<file path="config.mk">
export PLATFORM = sky130hd
export DESIGN_NAME = match_resp_router
export DESIGN_NICKNAME = d
export VERILOG_FILES = /design/src/rtl/match_resp_router.sv
export SDC_FILE = /design/constraint.sdc
export NUM_CORES = 1
export LEC_CHECK = 0
export ABC_AREA = 1
export ABC_CLOCK_PERIOD_IN_PS = 3200
export CAP_MARGIN = 10
export CORE_UTILIZATION = 53
export CTS_BUF_LIST = sky130_fd_sc_hd__clkbuf_8
export CTS_CLUSTER_SIZE = 20
export DETAILED_ROUTE_END_ITERATION = 6
export PLACE_DENSITY = 0.83
export RECOVER_POWER = 50
export SLEW_MARGIN = 5
export SYNTH_ARGS = -nofsm -noshare
export SYNTH_HDL_FRONTEND = slang
export SYNTH_SLANG_ARGS = --single-unit
export TNS_END_PERCENT = 30
</file>
<file path="constraint.sdc">
create_clock -name clk -period 3.2 [get_ports clk]
set_input_delay 0.64 -clock clk [delete_from_list [all_inputs] [get_ports clk]]
set_output_delay 0.64 -clock clk [all_outputs]
set_load 0.02 [all_outputs]
</file>
<file path="src/rtl/match_resp_router.sv">
// Response crossbar from the match PE array back to the issuing job PEs.
// Each job PE port has its own round-robin arbiter and a one-entry output slot.
`ifndef NUM_JOB_PE_LOG2
`define NUM_JOB_PE_LOG2 2
`endif
`ifndef MAX_MATCH_LEN_LOG2
`define MAX_MATCH_LEN_LOG2 5
`endif

module match_resp_router #(
    parameter int NUM_MATCH_PE = 4,
    parameter int NUM_JOB_PE   = (1 << `NUM_JOB_PE_LOG2),
    parameter int TAG_W        = 8,
    parameter int LEN_W        = `MAX_MATCH_LEN_LOG2 + 1,
    localparam int JW          = `NUM_JOB_PE_LOG2,
    localparam int SW          = $clog2(NUM_MATCH_PE)
) (
    input  logic                         clk,
    input  logic                         rst_n,
    input  logic [NUM_MATCH_PE-1:0]      i_match_resp_valid,
    output logic [NUM_MATCH_PE-1:0]      o_match_resp_ready,
    input  logic [NUM_MATCH_PE*JW-1:0]   i_match_resp_job_pe_id,
    input  logic [NUM_MATCH_PE*TAG_W-1:0] i_match_resp_tag,
    input  logic [NUM_MATCH_PE*LEN_W-1:0] i_match_resp_match_len,
    output logic [NUM_JOB_PE-1:0]        o_job_resp_valid,
    input  logic [NUM_JOB_PE-1:0]        i_job_resp_ready,
    output logic [NUM_JOB_PE*TAG_W-1:0]  o_job_resp_tag,
    output logic [NUM_JOB_PE*LEN_W-1:0]  o_job_resp_match_len,
    output logic [NUM_JOB_PE*SW-1:0]     o_job_resp_src_pe
);

    logic [NUM_JOB_PE-1:0]       slot_valid;
    logic [NUM_JOB_PE-1:0]       slot_free;
    logic [NUM_JOB_PE-1:0]       gnt_any;
    logic [SW-1:0]               gnt_idx [NUM_JOB_PE];
    logic [SW-1:0]               rr_ptr  [NUM_JOB_PE];
    logic [NUM_JOB_PE*TAG_W-1:0] tag_q;
    logic [NUM_JOB_PE*LEN_W-1:0] len_q;
    logic [NUM_JOB_PE*SW-1:0]    src_q;

    assign slot_free = ~slot_valid | i_job_resp_ready;

    // Scan inputs starting at rr_ptr; the index wraps because NUM_MATCH_PE is a power of two.
    always_comb begin : arb
        logic [SW-1:0] idx;
        logic          found;
        idx     = '0;
        found   = 1'b0;
        gnt_any = '0;
        for (int j = 0; j < NUM_JOB_PE; j++) begin
            gnt_idx[j] = '0;
            found      = 1'b0;
            for (int k = 0; k < NUM_MATCH_PE; k++) begin
                idx = rr_ptr[j] + SW'(k);
                if (!found && i_match_resp_valid[idx] &&
                    i_match_resp_job_pe_id[idx*JW +: JW] == JW'(j)) begin
                    found      = 1'b1;
                    gnt_idx[j] = idx;
                end
            end
            gnt_any[j] = found;
        end
    end

    always_comb begin : rdy
        logic [JW-1:0] dst;
        dst                = '0;
        o_match_resp_ready = '0;
        for (int i = 0; i < NUM_MATCH_PE; i++) begin
            dst = i_match_resp_job_pe_id[i*JW +: JW];
            o_match_resp_ready[i] = slot_free[dst] && gnt_any[dst] &&
                                    gnt_idx[dst] == SW'(i);
        end
    end

    always_ff @(posedge clk or negedge rst_n) begin
        if (!rst_n) begin
            slot_valid <= '0;
            tag_q      <= '0;
            len_q      <= '0;
            src_q      <= '0;
            for (int j = 0; j < NUM_JOB_PE; j++) begin
                rr_ptr[j] <= '0;
            end
        end else begin
            for (int j = 0; j < NUM_JOB_PE; j++) begin
                if (gnt_any[j] && slot_free[j]) begin
                    slot_valid[j]            <= 1'b1;
                    tag_q[j*TAG_W +: TAG_W]  <= i_match_resp_tag[gnt_idx[j]*TAG_W +: TAG_W];
                    len_q[j*LEN_W +: LEN_W]  <= i_match_resp_match_len[gnt_idx[j]*LEN_W +: LEN_W];
                    src_q[j*SW +: SW]        <= gnt_idx[j];
                    rr_ptr[j]                <= gnt_idx[j] + 1'b1;
                end else if (slot_valid[j] && i_job_resp_ready[j]) begin
                    slot_valid[j] <= 1'b0;
                end
            end
        end
    end

    assign o_job_resp_valid     = slot_valid;
    assign o_job_resp_tag       = tag_q;
    assign o_job_resp_match_len = len_q;
    assign o_job_resp_src_pe    = src_q;

endmodule

</file>
== Word-level counts from Yosys, hierarchy flattened ==
Index checks and enable logic that the tools add are counted.
Storage, ports and cells
  flip-flop bits (word level): 76
  output and inout port bits: 72
  logic and storage cells: 274
Operators by class
  $add $sub $neg: 16
  multipliers: 4
  order comparisons: 24
  eq/ne operators: 15
  shift-type cells: 24
  muxes and demuxes: 100
  bitwise gates (word level): 6
  reduce and logical (&&, ||, !) cells: 65
Operators with widths (count)
  $shiftx A32 B6 Y8: 4
  $shiftx A8 B4 Y2: 16
  $shiftx A24 B6 Y6: 4
  $lt A2 B3 Y1 const B: 20
  $bmux W1 S2: 24
  $mux W1: 48
  $mux W2: 24
  $logic_and A1 B1 Y1: 44
  $eq A2 B2 Y1 const B: 10
  $add A2 B1 Y2 const B: 8
  $add A2 B2 Y2 const B: 8
  $bmux W2 S2: 4
  $mul A2 B2 Y4 const B: 4
  $ge A3 B3 Y1 const B: 4
  $logic_not A1 Y1: 12
  $not A2 Y3: 4
  $eq A2 B1 Y1 const B: 5
  $logic_not A2 Y1: 5
  $reduce_bool A2 Y1: 4
  $not A4 Y4: 1
  $or A4 B4 Y4: 1

== Depth between registers and ports, before layout ==
Gate-level depths: netlist of the first run.
  word-level depth: 21
  gate-level depth with buffers: 19

== Least setup slack after synthesis of the first run ==
OpenSTA, ideal clock, no wires.
  path type: in2out
  from: input port i_match_resp_job_pe_id[1]
  to: output port o_match_resp_ready[3]
  arrival: 2.299 ns
  setup slack: 0.261 ns
  stages on the path: 17
  cells stage by stage: buf_2 -> inv_1 -> nor2_1 -> nand3_1 -> nand2_1 -> nand2_1 -> nand2_1 -> nor2_2 -> nand3_1 -> nand2_2 -> nand2_4 -> buf_6 -> nor2_2 -> nand2_1 -> nand2_1 -> nor2_1 -> nor2_1
Between the ends
  word-level cells in the longest chain between the ends: 21
  elaborated cells on any way between the ends: 112
  those cells by class: 13 x eq/ne; 16 x shift; 37 x mux; 46 x reduce/logical
Ends and longest elaborated chain
  start, declared: RTL line 22  | input logic [NUM_MATCH_PE*JW-1:0] i_match_resp_job_pe_id,
  $shiftx A8 B4 Y2: RTL line 56  | i_match_resp_job_pe_id[idx*JW +: JW] == JW'(j)) begin
  $eq A2 B2 Y1 (tied with other cells): RTL line 56
  $logic_and A1 B1 Y1: RTL line 55  | if (!found && i_match_resp_valid[idx] &&
  $mux W1: RTL line 55
  $logic_not A1 Y1: RTL line 55
  $logic_and A1 B1 Y1 (2 in a row): RTL line 55
  $mux W1: RTL line 55
  $logic_not A1 Y1: RTL line 55
  $logic_and A1 B1 Y1 (2 in a row): RTL line 55
  $mux W1: RTL line 55
  $logic_not A1 Y1: RTL line 55
  $logic_and A1 B1 Y1 (2 in a row): RTL line 55
  $mux W2: RTL line 55
  $bmux W2 S2: RTL line 72  | gnt_idx[dst] == SW'(i);
  $mux W2 (implied by the code) (2 in a row): RTL line 72
  $eq A2 B2 Y1: RTL line 72
  $logic_and A1 B1 Y1 (*): RTL line 71  | o_match_resp_ready[i] = slot_free[dst] && gnt_any[dst] &&
  end, declared: RTL line 21  | output logic [NUM_MATCH_PE-1:0] o_match_resp_ready,
Every way passes the cells marked *; elsewhere a longest branch is shown, timed or not. The select of a mux whose other input is x is not followed.

== Worst setup path in the final report of the first run ==
  from: input port i_match_resp_job_pe_id[3]
  to: output port o_match_resp_ready[1]
Between the ends
  word-level cells in the longest chain between the ends: 21
  elaborated cells on any way between the ends: 115
  those cells by class: 13 x eq/ne; 16 x shift; 39 x mux; 1 x bitwise; 46 x reduce/logical
Ends and longest elaborated chain (RTL line)
  $shiftx A8 B4 Y2: 56
  $eq A2 B2 Y1 (tied with other cells): 56
  $logic_and A1 B1 Y1: 55
  $mux W1: 55
  $logic_not A1 Y1: 55
  $logic_and A1 B1 Y1 (2 in a row): 55
  $mux W1: 55
  $logic_not A1 Y1: 55
  $logic_and A1 B1 Y1 (2 in a row): 55
  $mux W1: 55
  $logic_not A1 Y1: 55
  $logic_and A1 B1 Y1 (2 in a row): 55
  $mux W2: 55
  $bmux W2 S2: 72
  $mux W2 (implied by the code) (2 in a row): 72
  $eq A2 B1 Y1: 72
  $logic_and A1 B1 Y1 (*): 71
Marks and branches as above.

==> results.md, run 1 <==
* Status: complete, but fails checks
* Failing checks: capacitance limit, slew limit
* Diode count at 0
* Cell taking the most area after synthesis: nand2_1
* CP dominant cell by count: nand2_1
* GP Congestion at around 1
* Clock Latency Late Sink at 370 ps
* Hold Fails Final Rpt at 0
* Cells after synthesis at around 1100
* Vias/cell at 5.72
* Post-synthesis sequential area ratio at 0.282
* Worst ir drop on vdd at 0.000684 V
* Worst R2R End: o_job_resp_tag[21]
* Final setup vio count at 0
* DRC errors left at 0
* Relative slew margins at -0.338
* Final min period at around 3100 ps
* Post-layout nets at about 1400
* Area of the die at roughly 13000 um2
* Core area at approximately 12000 um2
* GRT Overall Usage at 0.403
* Worst-path fanout max at 8
* Ys Warns at 0
* # H-tree levels at 3
* Unrepaired setup endpoints after global routing: true
* FF-to-FF setup slack at 710 ps
* Dominant synthesized flop cell: dfrtp_1
* Max frequency at 320 MHz
* Clk sinks at 76
* Most frequent cell after synthesis: nand2_1
* First-pass DRT Iterations at 6
* Vias in the first global route at 7940
* Initial antenna violation count at 0
* Number of DRC markers in iteration 0 at approximately 1000
* #FFs+latches synth at 76
* Async S/R FF share, synth at 1.00
* Worst Setup End Kind: primary output
* PnR worst setup slack at 78.8 ps
* EDFF count, synth at 0
* Pwr dens at ~1300 nW/um2
* I/O Buffers at 145
* Pin count of the biggest net entering global routing at between 70 and 80
* Largest stage delay on the critical path at between 200 and 300 ps
* Die outline width at between 100 and 150 um
* Slowest library cell on the worst path: dlygate4sd2_1
* Area contributors post-synth: nand2_1 29%, dfrtp_1 28%, nand3_1 12%
* Cell Chain, Critical Path: dlygate4sd2_1, buf_6, inv_1, nand2_1, nand2_1, nand3_1, nand2_1, nand2_2, inv_2, nand2_2, nand3_4, a21oi_4, nand2_1, nand2_1, nor2_1, nor2_1, buf_4
* Worst hold-check path type: flop to flop
* First-pass GRT wire length at between 40000 and 50000 um
* Top post-synthesis cells by count: 521 x nand2_1, 160 x nand3_1, 83 x inv_1, 76 x dfrtp_1, 53 x nor2_1
* Hold path depth at 2
* Routed WL at ~26000 um
* Synth Cell Area at approximately 6700 um2
* WL/cell at around 18 um
* Synth unique cells at 41
* Tightest Pin Transition at around 2000 ps
* Critical Path Source Type: input port
* WP data arrival at approximately 2500 ps
* Syn avg cell area at between 5 and 6 um2
* Hold path endpoint: o_job_resp_tag[23]
* Worst Reg-to-Reg Cells at 16
* CTS tree: built
* Pins over their slew limit at 77
* DR vias at between 8000 and 9000
* Pleak at ~4.8 nW
* Overall power at between 10 and 15 mW
* CP Class: input port to primary output
* Clk_skew at ~10 ps
* Top-area cell type share of the netlist area at 0.290
* Hold path start: o_job_resp_tag[23]
* Clock Tree Buf Depth at 2
* Clock Pin Slew Worst Setup and Hold Paths at around 80 ps
* Clock root buffer: clkbuf_8
* Crit path required time at between 2000 and 3000 ps
* Grt total ovfl at 0
* CTS Buf Count at 9
* Max Cap Violations at 1
* Hold buffer count at cts at 0
* Share of cells above drive strength 1 at 0.173
* Period Utilization, post-route at 0.975
* Worst r2r src: rr_ptr[2]
* Routed Antenna Nets at 0
* Final setup TNS at 0 ps
* IO Pins at ~150
* Syn_nets at 1202
* Pre-CTS WS at -770 ps
* Layout area overhead at 35.6%
* Row Count at 40
* Die Ht at 115 um
* Starting Density at 0.552
* Detailed Place HPWL at between 15000 and 20000 um
how the worst max path moves through the flow:
stage,startpoint,end,depth (start not counted)
CTS,i_match_resp_job_pe_id[0],o_match_resp_ready[0],16
finish,i_match_resp_job_pe_id[3],o_match_resp_ready[1],17
global placement,i_match_resp_job_pe_id[1],o_match_resp_ready[0],17
global route,rr_ptr[6],o_match_resp_ready[1],15
floorplan,i_match_resp_job_pe_id[1],o_match_resp_ready[3],17
detailed placement,i_match_resp_job_pe_id[1],o_match_resp_ready[0],17
sequential cells by signal, indices dropped and copies added, names as in the netlist:
signal	count
rr_ptr	8
o_job_resp_match_len	24
o_job_resp_src_pe	8
o_job_resp_tag	32
o_job_resp_valid	4
metrics by stage:
stage | utilization | cell area [um2] | instances | hold slack (ps)
after global placement | 0.710 | 8670 | 1473 | 462
final | 0.748 | 9140 | 1493 | 478
after global routing | 0.748 | 9140 | 1493 | 501
after floorplan | - | 6740 | 1128 | 344
after CTS | 0.739 | 9020 | 1491 | 472
after detailed placement | 0.710 | 8670 | 1473 | 465
placed cells by master, fill, tap and decap left out, types with 32 or more instances in the layout:
cell type          n
nand2_1          510
nand3_1          152
clkdlybuf4s50_1   96
buf_4             89
dfrtp_1           76
inv_1             75
o21ai_0           41
nor2_1            41
dlygate4sd3_1     32
critical path, delay by kind of cell:
| family | cells | cell delay [ps] |
|---|---|---|
| compound gates | 1 | 210 |
| buf+inv | 5 | 690 |
| simple gates | 11 | 940 |
routing by layer:
layer,vias up,wire (um),GRT usage
met5,-,0,0
met4,0,1920,0.285
met3,142,2530,0.0722
met2,531,12200,0.674
met1,3888,9470,0.472
li1,3979,-,-
final cells by class:
class / count / area, um2
clock buffers: 11 / 151
clock inverters: 4 / 120
fillers: 1080 / 3070
inverters: 96 / 379
multi-input cells: 898 / 4210
flip-flops and latches: 76 / 1900
well taps: 168 / 210
repair buffers: 240 / 2170
power by group:
| part | internal (mW) | switching (mW) |
|---|---|---|
| combinational | 3.23 | 5.78 |
| sequential | 1.48 | 0.331 |
| clock | 0.636 | 0.386 |
| total | 5.34 | 6.49 |
timing repair:
item,CTS,global route
buffers inserted,2,2
gates cloned,1,0
resized for setup,68,62
setup endpoints to repair,4,4
pin swaps,9,20
cell families (layout without fill, tap and decap cells):
group | count (synthesis) | after routing | synth area share
compound gates | 112 | 112 | 0.0991
xor+xnor | 6 | 6 | 0.0100
buf+inv | 154 | 351 | 0.120
flops | 76 | 76 | 0.282
simple gates | 780 | 780 | 0.489
(Power assumes the default switching activity.)
==> run 2, diff against run 1 <==
--- a/config.mk
+++ b/config.mk
@@ -14,6 +14,7 @@
 export DETAILED_ROUTE_END_ITERATION = 6
 export PLACE_DENSITY = 0.83
 export RECOVER_POWER = 50
+export SETUP_SLACK_MARGIN = 0.5
 export SLEW_MARGIN = 5
 export SYNTH_ARGS = -nofsm -noshare
 export SYNTH_HDL_FRONTEND = slang
==> run 2 against run 1 <==
Compared with the run above:
- the run still ends with capacitance limit, slew limit left
- clock skew decreased by 1.4 ps
- sequential power about the same
- first-iteration DRC count increased by 4.2%
- critical path type unchanged
- critical endpoint is now o_match_resp_ready[0]
- largest cell class unchanged
- highest routed layer unchanged
==> results.md, run 2 (same netlist as run 1, synthesis figures left out) <==
* First-pass DRT Iterations at 6 (unchanged)
* Routed WL at 26000 um (was 26200 um)
* DRC errors left at 0 (unchanged)
* Worst Setup End Kind: primary output (unchanged)
* Final min period at 3130 ps (was 3120 ps)
* Commonest cells after routing, fill and taps aside: 483 x nand2_1, 148 x nand3_1, 103 x buf_4 (was 510 x nand2_1, 152 x nand3_1, 96 x clkdlybuf4s50_1)
* Row Count at 40 (unchanged)
* Max reg flops at 32 (unchanged)
* Hold Fails Final Rpt at 0 (unchanged)
* Clk sinks at 76 (unchanged)
* IO Pins at 146 (unchanged)
* Max frequency at 319 MHz (was 320 MHz)
* Placed cell count at 1480 (was 1473)
* Clock Latency Late Sink at 370 ps (about the same)
* Cell Chain, Critical Path: clkdlybuf4s15_2, buf_12, nand2_2, nor2_1, nor2_2, nor2_2, nor2_4, a21oi_2, nand2_1, nand2_2, nand3_1, o21ai_2, nor2_2, nor2_4, buf_6 (was dlygate4sd2_1, buf_6, inv_1, nand2_1, nand2_1, nand3_1, nand2_1, nand2_2, inv_2, nand2_2, nand3_4, a21oi_4, nand2_1, nand2_1, nor2_1, nor2_1, buf_4)
* CTS tree: built (unchanged)
* Tightest Pin Transition at 1990 ps (was 2010 ps)
* PnR worst setup slack at 65.7 ps (was 78.8 ps)
* GP Congestion at 0.993 (was 1.02)
* I/O Buffers at 145 (unchanged)
* Pre-CTS WS at -736 ps (was -770 ps)
* Final setup vio count at 0 (unchanged)
* Vias/cell at 5.70 (was 5.72)
* Layout area overhead at 43.3% (was 35.6%)
* Leading cell type in the layout, fill and taps excluded: nand2_1 (unchanged)
* Routed Antenna Nets at 0 (unchanged)
* Family with the most delay on the worst path: simple AND/OR/NAND/NOR gates (unchanged)
* Clock Tree Buf Depth at 2 (unchanged)
* Area of the die at 13200 um2 (unchanged)
* Worst ir drop on vdd at 0.000749 V (was 0.000684 V)
* Clock Pin Slew Worst Setup and Hold Paths at 80 ps (about the same)
* WP data arrival at 2490 ps (was 2480 ps)
* Slowest library cell on the worst path: clkdlybuf4s15_2 (was dlygate4sd2_1)
* Number of DRC markers in iteration 0 at 1088 (was 1044)
* Clk_skew at 9.08 ps (was 10.5 ps)
* Initial antenna violation count at 0 (unchanged)
* CP Buf/Inv Count at 3 (was 5)
* Diode count at 0 (unchanged)
* Grt total ovfl at 0 (unchanged)
* Pins over their slew limit at 77 (unchanged)
* Share of cells above drive strength 1 at 0.234 (was 0.173)
* Failing checks: capacitance limit, slew limit (unchanged)
* Pleak at 4.98 nW (was 4.79 nW)
* GRT Overall Usage at 0.386 (was 0.403)
* Final non-filler cell total at 1521 (was 1493)
* Crit path required time at 2560 ps (about the same)
* Core area at 12200 um2 (unchanged)
* Pin count of the biggest net entering global routing at 77 (unchanged)
* Post-layout nets at 1423 (was 1395)
* Pwr dens at 1300 nW/um2 (about the same)
* Die outline width at 115 um (unchanged)
* Die Ht at 115 um (unchanged)
* Worst-path fanout max at 10 (was 8)
* Critical Path Source Type: input port (unchanged)
* Max Cap Violations at 1 (unchanged)
* First-pass GRT wire length at 38900 um (was 40400 um)
* Worst hold-check path type: flop to flop (unchanged)
* CP Class: input port to primary output (unchanged)
* # H-tree levels at 3 (unchanged)
* WL/cell at 17.1 um (was 17.5 um)
* Unrepaired setup endpoints after global routing: true (unchanged)
* Starting Density at 0.552 (unchanged)
* Relative slew margins at -0.325 (was -0.338)
* FF-to-FF setup slack at 630 ps (was 710 ps)
* DR vias at 8669 (was 8540)
* Largest stage delay on the critical path at 220 ps (was 250 ps)
* Vias in the first global route at 7633 (was 7940)
* Period Utilization, post-route at 0.979 (was 0.975)
* CTS Buf Count at 9 (unchanged)
* Status: complete, but fails checks (unchanged)
* CP dominant cell by count: nor2_2 (was nand2_1)
* Hold buffer count at cts at 0 (unchanged)
* Detailed Place HPWL at 18600 um (was 19000 um)
* Fill cells at 955 (was 1080)
* Clock root buffer: clkbuf_8 (unchanged)
run 2: per-stage QoR:
step / utilization / power [mW] / instance area, um2 / setup TNS [ps] / hold WS, ps
after global routing: 0.791 / 13.4 / 9660 / -76.6 / 495
after floorplan: - / 7.81 / 6880 / 0 / 344
after CTS: 0.762 / 11.9 / 9300 / 0 / 451
after detailed placement: 0.724 / 10.8 / 8840 / -2770 / 465
after global placement: 0.724 / 10.6 / 8840 / -2670 / 463
final: 0.791 / 12.5 / 9660 / 0 / 477
run 2: worst paths after layout:
path                                                start                  endpoint  cells past startpoint
worst max-delay path            i_match_resp_job_pe_id[0]     o_match_resp_ready[0]                     15
min in group asynchronous                           rst_n  o_job_resp_match_len[22]                      1
max in group asynchronous                           rst_n                 rr_ptr[7]                      1
worst min register to register         o_job_resp_tag[31]        o_job_resp_tag[31]                      2
worst min-delay path                   o_job_resp_tag[31]        o_job_resp_tag[31]                      2
worst max register to register                  rr_ptr[0]  o_job_resp_match_len[22]                     13
run 2: timing repair:
action	CTS	global route
pin swaps	34	42
cloned	1	1
setup endpoints to repair	26	5
resized for setup	123	70
hold endpoints to repair	0	0
buffers inserted	9	15
run 2: layout make-up:
type | instances | area, um2 | share of cell area
Clock inverter | 6 | 65.1 | 0.00674
Timing Repair Buffer | 268 | 2490 | 0.258
Tap cell | 168 | 210 | 0.0218
Inverter | 96 | 378 | 0.0391
Multi-Input combinational cell | 898 | 4480 | 0.464
Sequential cell | 76 | 1910 | 0.198
Clock buffer | 9 | 124 | 0.0128
run 2: per-layer routing:
layer,routed length (um),vias up,global-route usage
met5,0,-,0
met4,1190,0,0.175
met3,2520,99,0.0480
met2,12200,589,0.636
met1,10100,3958,0.509
li1,-,4023,-
run 2: worst reg2reg max path: stages, from the launching register on:
cell	delay, ps
dfrtp_2	470
buf_4	180
nand2_1	80
nand3_1	90
nor2_2	220
nor2_4	80
a21oi_2	160
nand2_1	90
nand2_2	150
buf_4	410
nand2_1	130
o211ai_1	150
nand3_1	200
nand2_1	100
run 2: report_power, final:
group / internal (mW) / switching [mW] / total (mW)
Clock: 0.358 / 0.396 / 0.754
Sequential: 1.48 / 0.344 / 1.82
Combinational: 3.77 / 6.19 / 9.96
==> run 3, diff against run 2 <==
--- a/config.mk
+++ b/config.mk
@@ -10,9 +10,10 @@
 export CAP_MARGIN = 10
 export CORE_UTILIZATION = 53
 export CTS_BUF_LIST = sky130_fd_sc_hd__clkbuf_8
+export CTS_CLUSTER_DIAMETER = 60
 export CTS_CLUSTER_SIZE = 20
 export DETAILED_ROUTE_END_ITERATION = 6
-export PLACE_DENSITY = 0.83
+export PLACE_DENSITY = 0.85
 export RECOVER_POWER = 50
 export SETUP_SLACK_MARGIN = 0.5
 export SLEW_MARGIN = 5
==> run 3 against run 2 <==
Compared with the run above:
- sequential power about the same
- final cell count down 0.39%
- non-clock buffer count shrank 6
- the flow still finishes with violations (capacitance limit, slew limit)
- die area did not move
- worst setup slack better by 28 ps
- final area decreased by 2.3%
- power shrank 2.6%
- critical endpoint unchanged
==> results.md, run 3 (same netlist as run 1, synthesis figures left out) <==
* Status: complete, but fails checks (unchanged)
* Failing checks: capacitance limit, slew limit (unchanged)
* WL/cell at 16.9 um (was 17.1 um)
* Pwr dens at 1290 nW/um2 (was 1300 nW/um2)
* DR vias at 8745 (was 8669)
* IO Pins at 146 (unchanged)
* Max frequency at 322 MHz (was 319 MHz)
* Overall power at 12.2 mW (was 12.5 mW)
* Clock Latency Late Sink at 390 ps (was 370 ps)
* Routed Antenna Nets at 0 (unchanged)
* Leading cell type in the layout, fill and taps excluded: nand2_1 (unchanged)
* Die Ht at 115 um (unchanged)
* Tightest Pin Transition at 1960 ps (was 1990 ps)
* WP data arrival at 2470 ps (was 2490 ps)
* Commonest cells after routing, fill and taps aside: 499 x nand2_1, 152 x nand3_1, 102 x buf_4 (was 483 x nand2_1, 148 x nand3_1, 103 x buf_4)
* Hold buffer count at cts at 0 (unchanged)
* Hold path endpoint: o_job_resp_match_len[12] (was o_job_resp_tag[31])
* Sequential power share at 0.149 (was 0.146)
* Max Cap Violations at 1 (unchanged)
* Net Sw Power at 6.78 mW (was 6.93 mW)
* FF-to-FF setup slack at 650 ps (was 630 ps)
* CTS tree: built (unchanged)
* Final core utilization at 0.773 (was 0.791)
* Metal3 WL at 2770 um (was 2520 um)
* Pleak at 4.92 nW (was 4.98 nW)
* Diode count at 0 (unchanged)
* Worst Setup End Kind: primary output (unchanged)
* Critical Path Source Type: flop (was input port)
* Area of the die at 13200 um2 (unchanged)
* Clock Tree Buf Depth at 2 (unchanged)
* First-pass DRT Iterations at 5 (was 6)
* Clk sinks at 76 (unchanged)
* Routed length on met2 at 11800 um (was 12200 um)
* Vias/cell at 5.77 (was 5.70)
* Vias in the first global route at 8133 (was 7633)
* DRC errors left at 0 (unchanged)
* Worst hold-check path type: flop to flop (unchanged)
* Crit path required time at 2560 ps (about the same)
* Worst r2r src: rr_ptr[3] (was rr_ptr[0])
* Period Utilization, post-route at 0.971 (was 0.979)
* Pins over their slew limit at 77 (unchanged)
* Clock Pin Slew Worst Setup and Hold Paths at 90 ps (was 80 ps)
* Grt total ovfl at 0 (unchanged)
* Clk_skew at 12.9 ps (was 9.08 ps)
* Post-layout nets at 1417 (was 1423)
* Detailed Place HPWL at 18200 um (was 18600 um)
* Core area at 12200 um2 (unchanged)
* I/O Buffers at 145 (unchanged)
* Gate power share at 0.787 (was 0.794)
* Sw Share at 0.555 (was 0.553)
* Max reg flops at 32 (unchanged)
* Routed WL at 25600 um (was 26000 um)
* Hold path start: o_job_resp_match_len[12] (was o_job_resp_tag[31])
* Hold Fails Final Rpt at 0 (unchanged)
* CP Class: flop to primary output (was input port to primary output)
* Relative slew margins at -0.308 (was -0.325)
* Row Count at 40 (unchanged)
* Number of DRC markers in iteration 0 at 1118 (was 1088)
* Final setup vio count at 0 (unchanged)
* Hold path depth at 2 (unchanged)
* Clock root buffer: clkbuf_8 (unchanged)
* First-pass GRT wire length at 40300 um (was 38900 um)
* Initial antenna violation count at 0 (unchanged)
* Pint at 5.43 mW (was 5.61 mW)
* GRT Overall Usage at 0.396 (was 0.386)
* # H-tree levels at 3 (unchanged)
* Worst ir drop on vdd at 0.000610 V (was 0.000749 V)
* Pin count of the biggest net entering global routing at 77 (unchanged)
* Starting Density at 0.552 (unchanged)
* Unrepaired setup endpoints after global routing: true (unchanged)
* Share of cells above drive strength 1 at 0.205 (was 0.234)
* Post-Route M1 WL at 9580 um (was 10100 um)
* Worst R2R End: o_job_resp_tag[21] (was o_job_resp_match_len[22])
* Layout area overhead at 40.1% (was 43.3%)
* Worst-path fanout max at 18 (was 10)
* Clock share of power at 0.064 (was 0.060)
* Die outline width at 115 um (unchanged)
* GP Congestion at 1.00 (was 0.993)
* Worst Reg-to-Reg Cells at 16 (was 13)
* Final min period at 3110 ps (was 3130 ps)
* Highest routed layer: met4 (unchanged)
* CTS Buf Count at 9 (unchanged)
* Final setup TNS at 0 ps (unchanged)
==> run 3: cell count changes in the layout (fill, tap and decap cells not counted), sizes merged <==
cell,before,now
inv,97,96
dlygate4sd2,2,1
clkbuf,13,11
buf,128,125
clkinv,4,5
==> run 3: area by class of cell <==
type                       instances  area, um2
sequential                        76       1900
inverter                          96        380
clock inverter                     6       65.1
timing repair buffer             262       2420
multi-input combinational        898       4330
clock buffer                       9        124
tap                              168        210
fill                            1014       2770
==> run 3: stage by stage <==
step	instance area [um2]	hold WS (ps)	instances	setup WS [ps]
after floorplan	6880	344	1128	476
after global placement	8840	462	1478	-739
after detailed placement	8840	466	1478	-785
after CTS	9330	453	1509	150
after global routing	9440	499	1515	-3.73
final	9440	480	1515	93.2
==> run 3: timing repair <==
item / in CTS / in global routing
cloned: 1 / 0
pin swaps: 35 / 22
buffers inserted: 15 / 6
setup endpoints to repair: 44 / 7
gates resized for setup: 124 / 25
==> run 3: layer usage <==
metal,vias to the layer above,global-route usage
met5,-,0
met4,0,0.228
met3,129,0.0901
met2,606,0.636
met1,3980,0.493
li1,4030,-
==> run 3: critical path, stage by stage (launching register included) <==
cell     delay [ps]
dfrtp_2         460
buf_12          170
xor2_4          190
nand3_1         110
nand2_2         110
nor2_4          190
nand3_2         150
a21oi_4         250
nand2_2          80
nand3_2          80
nand2_2          60
nor2_4          110
buf_6           130
==> run 3: worst max path at each step <==
stage / start / endpoint / slack, ps / cells after the start
final: rr_ptr[4] / o_match_resp_ready[0] / 90 / 12
after global placement: i_match_resp_job_pe_id[4] / o_match_resp_ready[0] / -740 / 15
after detailed placement: i_match_resp_job_pe_id[3] / o_match_resp_ready[0] / -790 / 14
after CTS: rr_ptr[4] / o_match_resp_ready[3] / 150 / 13
after global routing: rr_ptr[3] / o_match_resp_ready[3] / -4 / 14
after floorplan: i_match_resp_job_pe_id[1] / o_match_resp_ready[2] / 480 / 16
==> run 3: power groups by stage <==
| stage | combinational [mW] | sequential, mW | clock, mW |
|---|---|---|---|
| after floorplan | 5.61 | 2.20 | 0 |
| after global routing | 10.4 | 1.86 | 0.815 |
| after CTS | 9.29 | 1.81 | 0.766 |
| final | 9.61 | 1.82 | 0.780 |
| after global placement | 8.74 | 1.81 | 0 |
| after detailed placement | 8.92 | 1.80 | 0 |
